### config.mk
export PLATFORM = sky130hd
export DESIGN_NAME = parking_lot_multigate
export DESIGN_NICKNAME = d
export VERILOG_FILES = /design/src/rtl/parking_pkg.sv /design/src/rtl/parking_gate_fsm.sv /design/src/rtl/parking_lot_multigate.sv
export SDC_FILE = /design/constraint.sdc
export NUM_CORES = 1
export LEC_CHECK = 0
export CAP_MARGIN = 20
export CORE_MARGIN = 5
export CORE_UTILIZATION = 61
export DETAILED_ROUTE_END_ITERATION = 12
export PLACE_DENSITY = 0.92
export SLEW_MARGIN = 40
export SYNTH_ARGS = -nofsm -noshare
export SYNTH_HDL_FRONTEND = slang
export SYNTH_SLANG_ARGS = --single-unit
### constraint.sdc
create_clock -name clk -period 6.4 [get_ports clk]
set_clock_uncertainty 0.05 [all_clocks]
set_input_delay 1.28 -clock clk [delete_from_list [all_inputs] [get_ports clk]]
set_output_delay 1.28 -clock clk [all_outputs]
set_load 0.005 [all_outputs]
### src/rtl/parking_pkg.sv
// parking_pkg
// Shared definitions for the multi-gate parking-lot occupancy core.
//   gate_state_t : direction-decoder states of one gate
//   ACC_GUARD    : extra bits on the signed occupancy accumulator
//   MAX_GATES    : widest gate vector the popcount helper handles
//   POP_W        : width of a popcount result over MAX_GATES bits
//   popcount()   : number of set bits in a gate pulse vector
package parking_pkg;

  typedef enum logic [2:0] {
    IDLE,
    EN_O,
    EN_OI,
    EN_I,
    EX_I,
    EX_OI,
    EX_O
  } gate_state_t;

  // Four guard bits keep count + up-to-8 entries (or count - 8 exits)
  // representable without wrap before the clamp.
  localparam int ACC_GUARD = 4;
  localparam int MAX_GATES = 8;
  localparam int POP_W     = 4;

  function automatic logic [POP_W-1:0] popcount(input logic [MAX_GATES-1:0] v);
    logic [POP_W-1:0] n;
    n = '0;
    for (int k = 0; k < MAX_GATES; k++) begin
      n = n + POP_W'(v[k]);
    end
    return n;
  endfunction

endpackage

### src/rtl/parking_gate_fsm.sv
// parking_gate_fsm
// One gate's sensor synchroniser and direction decoder.
//   clk      in  system clock
//   reset_n  in  synchronous active-low reset
//   o        in  asynchronous outer-sensor level, 1 = beam blocked
//   i        in  asynchronous inner-sensor level, 1 = beam blocked
//   enter_p  out one-cycle pulse when an entry completes
//   exit_p   out one-cycle pulse when an exit completes
//   abort_p  out one-cycle pulse on an illegal sensor sequence
module parking_gate_fsm
  import parking_pkg::*;
(
  input  logic clk,
  input  logic reset_n,
  input  logic o,
  input  logic i,
  output logic enter_p,
  output logic exit_p,
  output logic abort_p
);

  logic        o_meta;
  logic        o_sync;
  logic        i_meta;
  logic        i_sync;
  logic [1:0]  pair;

  gate_state_t state;
  gate_state_t state_nxt;
  logic        locked;
  logic        locked_nxt;
  logic        illegal;
  logic        enter_d;
  logic        exit_d;
  logic        abort_d;

  // Two-flop synchronisers bring the raw sensor levels into the clock domain.
  always_ff @(posedge clk) begin
    if (!reset_n) begin
      o_meta <= 1'b0;
      o_sync <= 1'b0;
      i_meta <= 1'b0;
      i_sync <= 1'b0;
    end else begin
      o_meta <= o;
      o_sync <= o_meta;
      i_meta <= i;
      i_sync <= i_meta;
    end
  end

  assign pair = {o_sync, i_sync};

  // State register; the pulses are registered so each lasts exactly one cycle.
  always_ff @(posedge clk) begin
    if (!reset_n) begin
      state   <= IDLE;
      locked  <= 1'b0;
      enter_p <= 1'b0;
      exit_p  <= 1'b0;
      abort_p <= 1'b0;
    end else begin
      state   <= state_nxt;
      locked  <= locked_nxt;
      enter_p <= enter_d;
      exit_p  <= exit_d;
      abort_p <= abort_d;
    end
  end

  // Next-state decode. Forward steps advance, a single step back retreats,
  // holding the pattern stays put, anything else is illegal.
  always_comb begin
    state_nxt  = state;
    locked_nxt = locked;
    illegal    = 1'b0;
    case (state)
      IDLE: begin
        // After an abort the gate ignores everything until it reads 00,
        // so a car stuck between the beams does not re-arm the decoder.
        if (locked) begin
          if (pair == 2'b00) locked_nxt = 1'b0;
        end else begin
          case (pair)
            2'b00:   state_nxt = IDLE;
            2'b10:   state_nxt = EN_O;
            2'b01:   state_nxt = EX_I;
            default: illegal   = 1'b1;
          endcase
        end
      end
      EN_O: begin
        case (pair)
          2'b10:   state_nxt = EN_O;
          2'b11:   state_nxt = EN_OI;
          2'b00:   state_nxt = IDLE;
          default: illegal   = 1'b1;
        endcase
      end
      EN_OI: begin
        case (pair)
          2'b11:   state_nxt = EN_OI;
          2'b01:   state_nxt = EN_I;
          2'b10:   state_nxt = EN_O;
          default: illegal   = 1'b1;
        endcase
      end
      EN_I: begin
        case (pair)
          2'b01:   state_nxt = EN_I;
          2'b00:   state_nxt = IDLE;
          2'b11:   state_nxt = EN_OI;
          default: illegal   = 1'b1;
        endcase
      end
      EX_I: begin
        case (pair)
          2'b01:   state_nxt = EX_I;
          2'b11:   state_nxt = EX_OI;
          2'b00:   state_nxt = IDLE;
          default: illegal   = 1'b1;
        endcase
      end
      EX_OI: begin
        case (pair)
          2'b11:   state_nxt = EX_OI;
          2'b10:   state_nxt = EX_O;
          2'b01:   state_nxt = EX_I;
          default: illegal   = 1'b1;
        endcase
      end
      EX_O: begin
        case (pair)
          2'b10:   state_nxt = EX_O;
          2'b00:   state_nxt = IDLE;
          2'b11:   state_nxt = EX_OI;
          default: illegal   = 1'b1;
        endcase
      end
      default: state_nxt = IDLE;
    endcase
    // An abort on a 00 pattern needs no lockout; the gate is already clear.
    if (illegal) begin
      state_nxt  = IDLE;
      locked_nxt = (pair != 2'b00);
    end
  end

  // Output decode: a passage completes when the last beam clears.
  always_comb begin
    enter_d = (state == EN_I) && (pair == 2'b00);
    exit_d  = (state == EX_O) && (pair == 2'b00);
    abort_d = illegal;
  end

endmodule

### src/rtl/parking_lot_multigate.sv
// parking_lot_multigate
// Occupancy core serving NUM_GATES entry/exit gates against CAPACITY.
//   clk      in  system clock
//   reset_n  in  synchronous active-low reset
//   outer    in  per-gate outer-sensor levels, 1 = beam blocked
//   inner    in  per-gate inner-sensor levels, 1 = beam blocked
//   enter_p  out per-gate one-cycle entry pulses
//   exit_p   out per-gate one-cycle exit pulses
//   abort_p  out per-gate one-cycle illegal-sequence pulses
//   count    out current occupancy
//   full     out count == CAPACITY
//   empty    out count == 0
//   ovf_err  out sticky over/underflow flag, cleared only by reset
module parking_lot_multigate
  import parking_pkg::*;
#(
  parameter  int NUM_GATES = 2,
  parameter  int CAPACITY  = 25,
  localparam int CW        = $clog2(CAPACITY + 1)
) (
  input  logic                 clk,
  input  logic                 reset_n,
  input  logic [NUM_GATES-1:0] outer,
  input  logic [NUM_GATES-1:0] inner,
  output logic [NUM_GATES-1:0] enter_p,
  output logic [NUM_GATES-1:0] exit_p,
  output logic [NUM_GATES-1:0] abort_p,
  output logic [CW-1:0]        count,
  output logic                 full,
  output logic                 empty,
  output logic                 ovf_err
);

  localparam int AW = CW + ACC_GUARD;
  localparam logic signed [AW-1:0] CAP_S = AW'(CAPACITY);

  logic [MAX_GATES-1:0]   enter_vec;
  logic [MAX_GATES-1:0]   exit_vec;
  logic [POP_W-1:0]       e_cnt;
  logic [POP_W-1:0]       x_cnt;
  logic signed [AW-1:0]   acc;
  logic                   under;
  logic                   over;
  logic [CW-1:0]          count_nxt;

  for (genvar g = 0; g < NUM_GATES; g++) begin : g_gate
    parking_gate_fsm u_gate (
      .clk     (clk),
      .reset_n (reset_n),
      .o       (outer[g]),
      .i       (inner[g]),
      .enter_p (enter_p[g]),
      .exit_p  (exit_p[g]),
      .abort_p (abort_p[g])
    );
  end

  assign enter_vec = MAX_GATES'(enter_p);
  assign exit_vec  = MAX_GATES'(exit_p);
  assign e_cnt     = popcount(enter_vec);
  assign x_cnt     = popcount(exit_vec);

  // Net all gate events in one signed sum, then clamp; an out-of-range
  // intermediate is what raises the sticky error.
  always_comb begin
    acc   = signed'(AW'(count) + AW'(e_cnt) - AW'(x_cnt));
    under = acc[AW-1];
    over  = !under && (acc > CAP_S);
    if (under) begin
      count_nxt = '0;
    end else if (over) begin
      count_nxt = CW'(CAPACITY);
    end else begin
      count_nxt = acc[CW-1:0];
    end
  end

  always_ff @(posedge clk) begin
    if (!reset_n) begin
      count   <= '0;
      ovf_err <= 1'b0;
    end else begin
      count   <= count_nxt;
      ovf_err <= ovf_err | under | over;
    end
  end

  assign full  = (count == CW'(CAPACITY));
  assign empty = (count == '0);

endmodule

* After elaboration in Yosys (flattened, before gate mapping)
Cells that the tools add are included.
Word-level totals: output and inout port bits 14, flip-flop bits (word level) 28, bits of input ports 6
Cells by class: $lt $le $gt $ge 1, add/subtract/negate cells 4, bitwise gates (word level) 3, muxes and demuxes 39, equality and inequality tests 35, reductions and logical operators 35
Operators with widths (count):
- $pmux W3 S3 | 14
- $pmux W3 S7 | 2
- $ne A4 B1 Y1 const B | 10
- $reduce_or A3 Y1 | 9
- $eq A3 B3 Y1 const B | 6
- $mux W1 | 18
- $reduce_or A2 Y1 | 9
- $ne A4 B3 Y1 const B | 4
- $reduce_and A8 Y1 | 2
- $eq A3 B2 Y1 const B | 4
- $eq A2 B2 Y1 const B | 4
- $pmux W1 S4 | 2
- $reduce_bool A2 Y1 | 4
- $gt A7 B6 Y1 const B | 1
- $sub A6 B2 Y7 | 1
- $add A5 B2 Y6 | 1
- $eq A3 B1 Y1 const B | 2
- $logic_not A3 Y1 | 2
- $mux W3 | 2
- $eq A5 B5 Y1 const B | 1
- $logic_and A1 B1 Y1 | 5
- $logic_not A5 Y1 | 1
- $mux W5 | 1
- $add A1 B1 Y2 | 2
- 6 further kinds | 10

* Depth between registers and ports, before layout
word-level depth 6, gate-level depth with buffers 12

* Cells and area by module
From an unflattened synthesis, not the netlist that was laid out.
Unflattened totals: cells, all modules 225, area, all modules 2085.8 sq um
Modules (own cells, without submodules):
- parking_gate_fsm | times used 2, cells an instance 82, area each 768.2 sq um
- parking_lot_multigate | times used 1, cells an instance 61, area each 549.3 sq um

* Least setup slack after synthesis
Ideal clock, no wire load.
path kind flip-flop to flip-flop, start reg g_gate[0].u_gate.exit_p, end reg count[0], path buffers 0, path slack 3864 ps, data required time 6235 ps, cell stages (with the launch flop) 11, period minus slack after synthesis 2536 ps, arrival 2371 ps, cells stage by stage dfxtp_1 > inv_1 > fa_1 > inv_1 > fa_1 > inv_1 > ha_1 > fa_1 > nor2_1 > o311ai_1 > o21ba_2
Between the ends: word-level cells in the longest chain between the ends 5
Ends and longest elaborated chain:
- from (decl) | RTL line parking_gate_fsm.sv:18 | output logic exit_p,
- from (signal assigned) | RTL line parking_gate_fsm.sv:66 | exit_p <= exit_d;
- $add A1 B1 Y2 | RTL line parking_pkg.sv:30 | n = n + POP_W'(v[k]);
- $sub A6 B2 Y7 | RTL line parking_lot_multigate.sv:66 | acc = signed'(AW'(count) + AW'(e_cnt) - AW'(x_cnt));
- net acc[2] | RTL line parking_lot_multigate.sv:41 | logic signed [AW-1:0] acc;
- $gt A7 B6 Y1 | RTL line parking_lot_multigate.sv:68 | over = !under && (acc > CAP_S);
- $logic_and A1 B1 Y1 | RTL line parking_lot_multigate.sv:68
- $mux W5 | RTL line parking_lot_multigate.sv:71 | end else if (over) begin
- to (signal assigned) | RTL line parking_lot_multigate.sv:83 | count <= count_nxt;
- to (decl) | RTL line parking_lot_multigate.sv:28 | output logic [CW-1:0] count,
The timed path passes the listed nets, and every way through them passes these cells. A chain may end at the register's enable or synchronous reset.

* Worst setup path after layout
start reg count[2], end out empty
Between the ends: word-level cells in the longest chain between the ends 1
Ends and longest elaborated chain:
- $logic_not A5 Y1 | RTL line parking_lot_multigate.sv:89 | assign empty = (count == '0);
- to (decl) | RTL line parking_lot_multigate.sv:30 | output logic empty,
Every way passes these cells.

==> impl_metrics.env <==
export IMPL_path_class="flop to output port"
export IMPL_syn_to_final_growth_pct=9.27
export IMPL_vias=1557
export IMPL_cts_resized=0
export IMPL_outcome="finished clean"
export IMPL_dr_pass1_iters=4
export IMPL_port_buffers=19
export IMPL_diodes=0
export IMPL_sw_frac_of_total=0.342
export IMPL_period_needed_ps=3140
export IMPL_fill_cells=249
export IMPL_fp_row_count=20
export IMPL_fin_cells=279
export IMPL_leakagePower_nw=0.824
export IMPL_tns_ps=0
export IMPL_p_switching_w=0.000193
export IMPL_cts_tree="built"
export IMPL_cts_root_buf="clkbuf_4"
export IMPL_rsz0062_at_grt="no"
export IMPL_r2r_slack_ps=3580
export IMPL_p_per_area_nw_per_um2=257
export IMPL_dp_hpwl_um=2810
export IMPL_combPwrFrac=0.385
export IMPL_peakVddDrop_v=0.000174
export IMPL_synth_async_reset_ratio=0
export IMPL_r2r_start="g_gate[0].u_gate.exit_p$_SDFF_PN0_"
export IMPL_drive_gt1_frac=0.0511
export IMPL_clock_sinks=28
export IMPL_post_place_cells=275
export IMPL_p_seq_frac=0.409
export IMPL_slew_viol_final=0
export IMPL_io_pins=20
export IMPL_route_antenna_remaining_nets=0
export IMPL_synth_cells=229
export IMPL_routed_via_density=5.58
export IMPL_ctsHoldBuffers=0
export IMPL_setup_violations_final=0
export IMPL_cp_data_required_time_ps=5070
export IMPL_yosysSeqAreaShare=0.279
export IMPL_wire_per_inst_um=13.3
export IMPL_coreArea_um2=3100
export IMPL_cts_buffers=3
export IMPL_hold_violations=0
export IMPL_die_h_um=67.4
export IMPL_min_period_over_period=0.490
export IMPL_antenna_found_initial=0
export IMPL_cp_arrival_ps=1810
export IMPL_whs_path_depth=1
export IMPL_min_from="g_gate[1].u_gate.o_meta$_SDFF_PN0_"
export IMPL_clkPwrFrac=0.207
export IMPL_gp_congestion=0.875
export IMPL_cp_max_fo=4
export IMPL_grt_pass1_vias=1522
export IMPL_synthesis_area_um2=2010
export IMPL_cp_start_kind="flop"
export IMPL_drtIter0Drc=73
export IMPL_fmax_mhz=319
export IMPL_synth_edf_count=0
export IMPL_grt_max_degree=22
export IMPL_synth_ff_type="dfxtp_1"
export IMPL_min_to="g_gate[1].u_gate.o_sync$_SDFF_PN0_"
export IMPL_path_clk_slew_ps=160
export IMPL_relSlewSlack=0.519
export IMPL_end_kind="output port"
export IMPL_synth_net_count=261
export IMPL_cts_setup_buffers=0
export IMPL_tightest_slew_ps=720
export IMPL_finalNetCount=268
export IMPL_p_int_w=0.000372
export IMPL_synth_warnings=0
export IMPL_route_detailed_drc=0
export IMPL_initial_utilization=0.648
export IMPL_placed_area_um2=2140
export IMPL_drt_wl_total_um=3700
export IMPL_ys_seq_elements=28
export IMPL_worstReg2RegEnd="ovf_err$_SDFF_PN0_"
export IMPL_cts_buffer_depth=2
export IMPL_syn_avg_cell_area_um2=8.78
export IMPL_die_area_um2=4540
export IMPL_min_path_type="flop to flop"
export IMPL_htreeDepth=1
export IMPL_maxCapViolCount=0
export IMPL_yosysUniqueCellTypes=49
export IMPL_fp_dieW_um=67.4
export IMPL_grt_pass1_wl_um=6740
export IMPL_insertion_delay_ps=340
export IMPL_r2r_cells=11
export IMPL_final_cell_area_um2=2200
export IMPL_grt_total_usage=0.191
export IMPL_grt_overflow=0
## kinds of logic after synthesis
kind of cell               Yosys count  synth area share
DFF                                 28             0.279
muxes                               12            0.0672
AOI/OAI and AO/OA                   46             0.164
and+or+nand+nor                     71             0.203
xor gates and xnor gates             2           0.00871
buffers and inverters               44             0.106
adders and majority gates           26             0.173
## cell usage after synthesis, drive strengths merged, types with 5 or more instances
cell type / instances / area share
o31ai: 5 / 0.021
nor2: 13 / 0.024
nand2: 8 / 0.015
ha: 23 / 0.14
nor3b: 10 / 0.037
inv: 27 / 0.050
a21oi: 12 / 0.032
nor3: 8 / 0.020
buf: 14 / 0.050
mux2i: 9 / 0.045
o21ai: 8 / 0.020
and2: 9 / 0.028
nand2b: 6 / 0.019
dfxtp: 28 / 0.28
## layout by cell type, fill, tap and decap left out, drive strengths merged, types with 2 or more instances in the layout
cell type	synthesis	routed
fa	3	3
a22oi	3	3
nand2b	6	6
o31ai	5	5
o211ai	3	3
a21oi	12	12
clkbuf	3	3
nand3	3	3
mux2	2	2
dfxtp	28	28
inv	27	27
mux2i	9	9
nor2b	3	3
o21ai	8	8
nor3	8	8
ha	23	23
nor3b	10	10
o21a	2	2
nor4b	3	3
nand3b	3	3
nand2	8	8
a221oi	2	2
nand4	2	2
o31a	2	2
and2	9	9
nor2	13	13
clkdlybuf4s50	0	19
## cell type report
class,count,area (um2),area share
clock buffer,3,22.5,0.0103
inverter,27,101,0.0461
timing repair buffer,19,190,0.0866
multi-input combinational,157,1240,0.563
sequential,28,561,0.255
tap,44,55.1,0.0251
clock inverter,1,30.0,0.0137
## sequential cells by signal, summed over array words and instances (netlist names)
register / cells
g_gate.u_gate.o_meta: 2
g_gate.u_gate.i_sync: 2
g_gate.u_gate.abort_p: 2
g_gate.u_gate.o_sync: 2
count: 5
g_gate.u_gate.state: 6
g_gate.u_gate.exit_p: 2
g_gate.u_gate.i_meta: 2
g_gate.u_gate.enter_p: 2
ovf_err: 1
g_gate.u_gate.locked: 2
## worst max-delay path: stages, from the launching register on
cell             delay (ps)
dfxtp_1                 350
inv_1                   150
ha_1                    170
nor4b_1                 230
clkdlybuf4s50_1         550
## power by group through the flow
stage          clock (W)  combinational [W]  sequential, W
3_5_place_dp           0           0.000215       0.000234
4_1_cts         0.000120           0.000217       0.000230
3_3_place_gp           0           0.000207       0.000232
2_1_floorplan          0           0.000169       0.000215
6_report        0.000117           0.000217       0.000231
5_1_grt         0.000128           0.000244       0.000236
## metrics by stage
step | power [W] | hold WS (ps) | util | setup slack (ps)
detailed placement | 0.000450 | 382 | 0.691 | 3620
global placement | 0.000440 | 364 | 0.691 | 3710
global route | 0.000609 | 424 | 0.708 | 3130
floorplan | 0.000384 | 362 | - | 3860
CTS | 0.000567 | 418 | 0.708 | 3230
finish | 0.000565 | 407 | 0.708 | 3260
## routing by layer
layer / track usage / wire (um) / vias up
li1: - / - / 792
met1: 0.238 / 1660 / 719
met5: 0 / 0 / -
met4: 0.0582 / 45 / 0
met3: 0.0416 / 157 / 7
met2: 0.329 / 1840 / 39
## worst max-delay path by stage
stage	from	end	slack (ps)	cells after the start
6_report	count[2]$_SDFF_PP0_	empty	3260	4
5_1_grt	count[2]$_SDFF_PP0_	empty	3130	4
3_3_place_gp	count[2]$_SDFF_PP0_	empty	3710	4
2_1_floorplan	g_gate[0].u_gate.exit_p$_SDFF_PN0_	count[0]$_SDFF_PP0_	3860	10
4_1_cts	count[2]$_SDFF_PP0_	empty	3230	4
3_5_place_dp	g_gate[0].u_gate.exit_p$_SDFF_PN0_	count[0]$_SDFF_PP0_	3620	10
(Power assumes the default switching activity.)
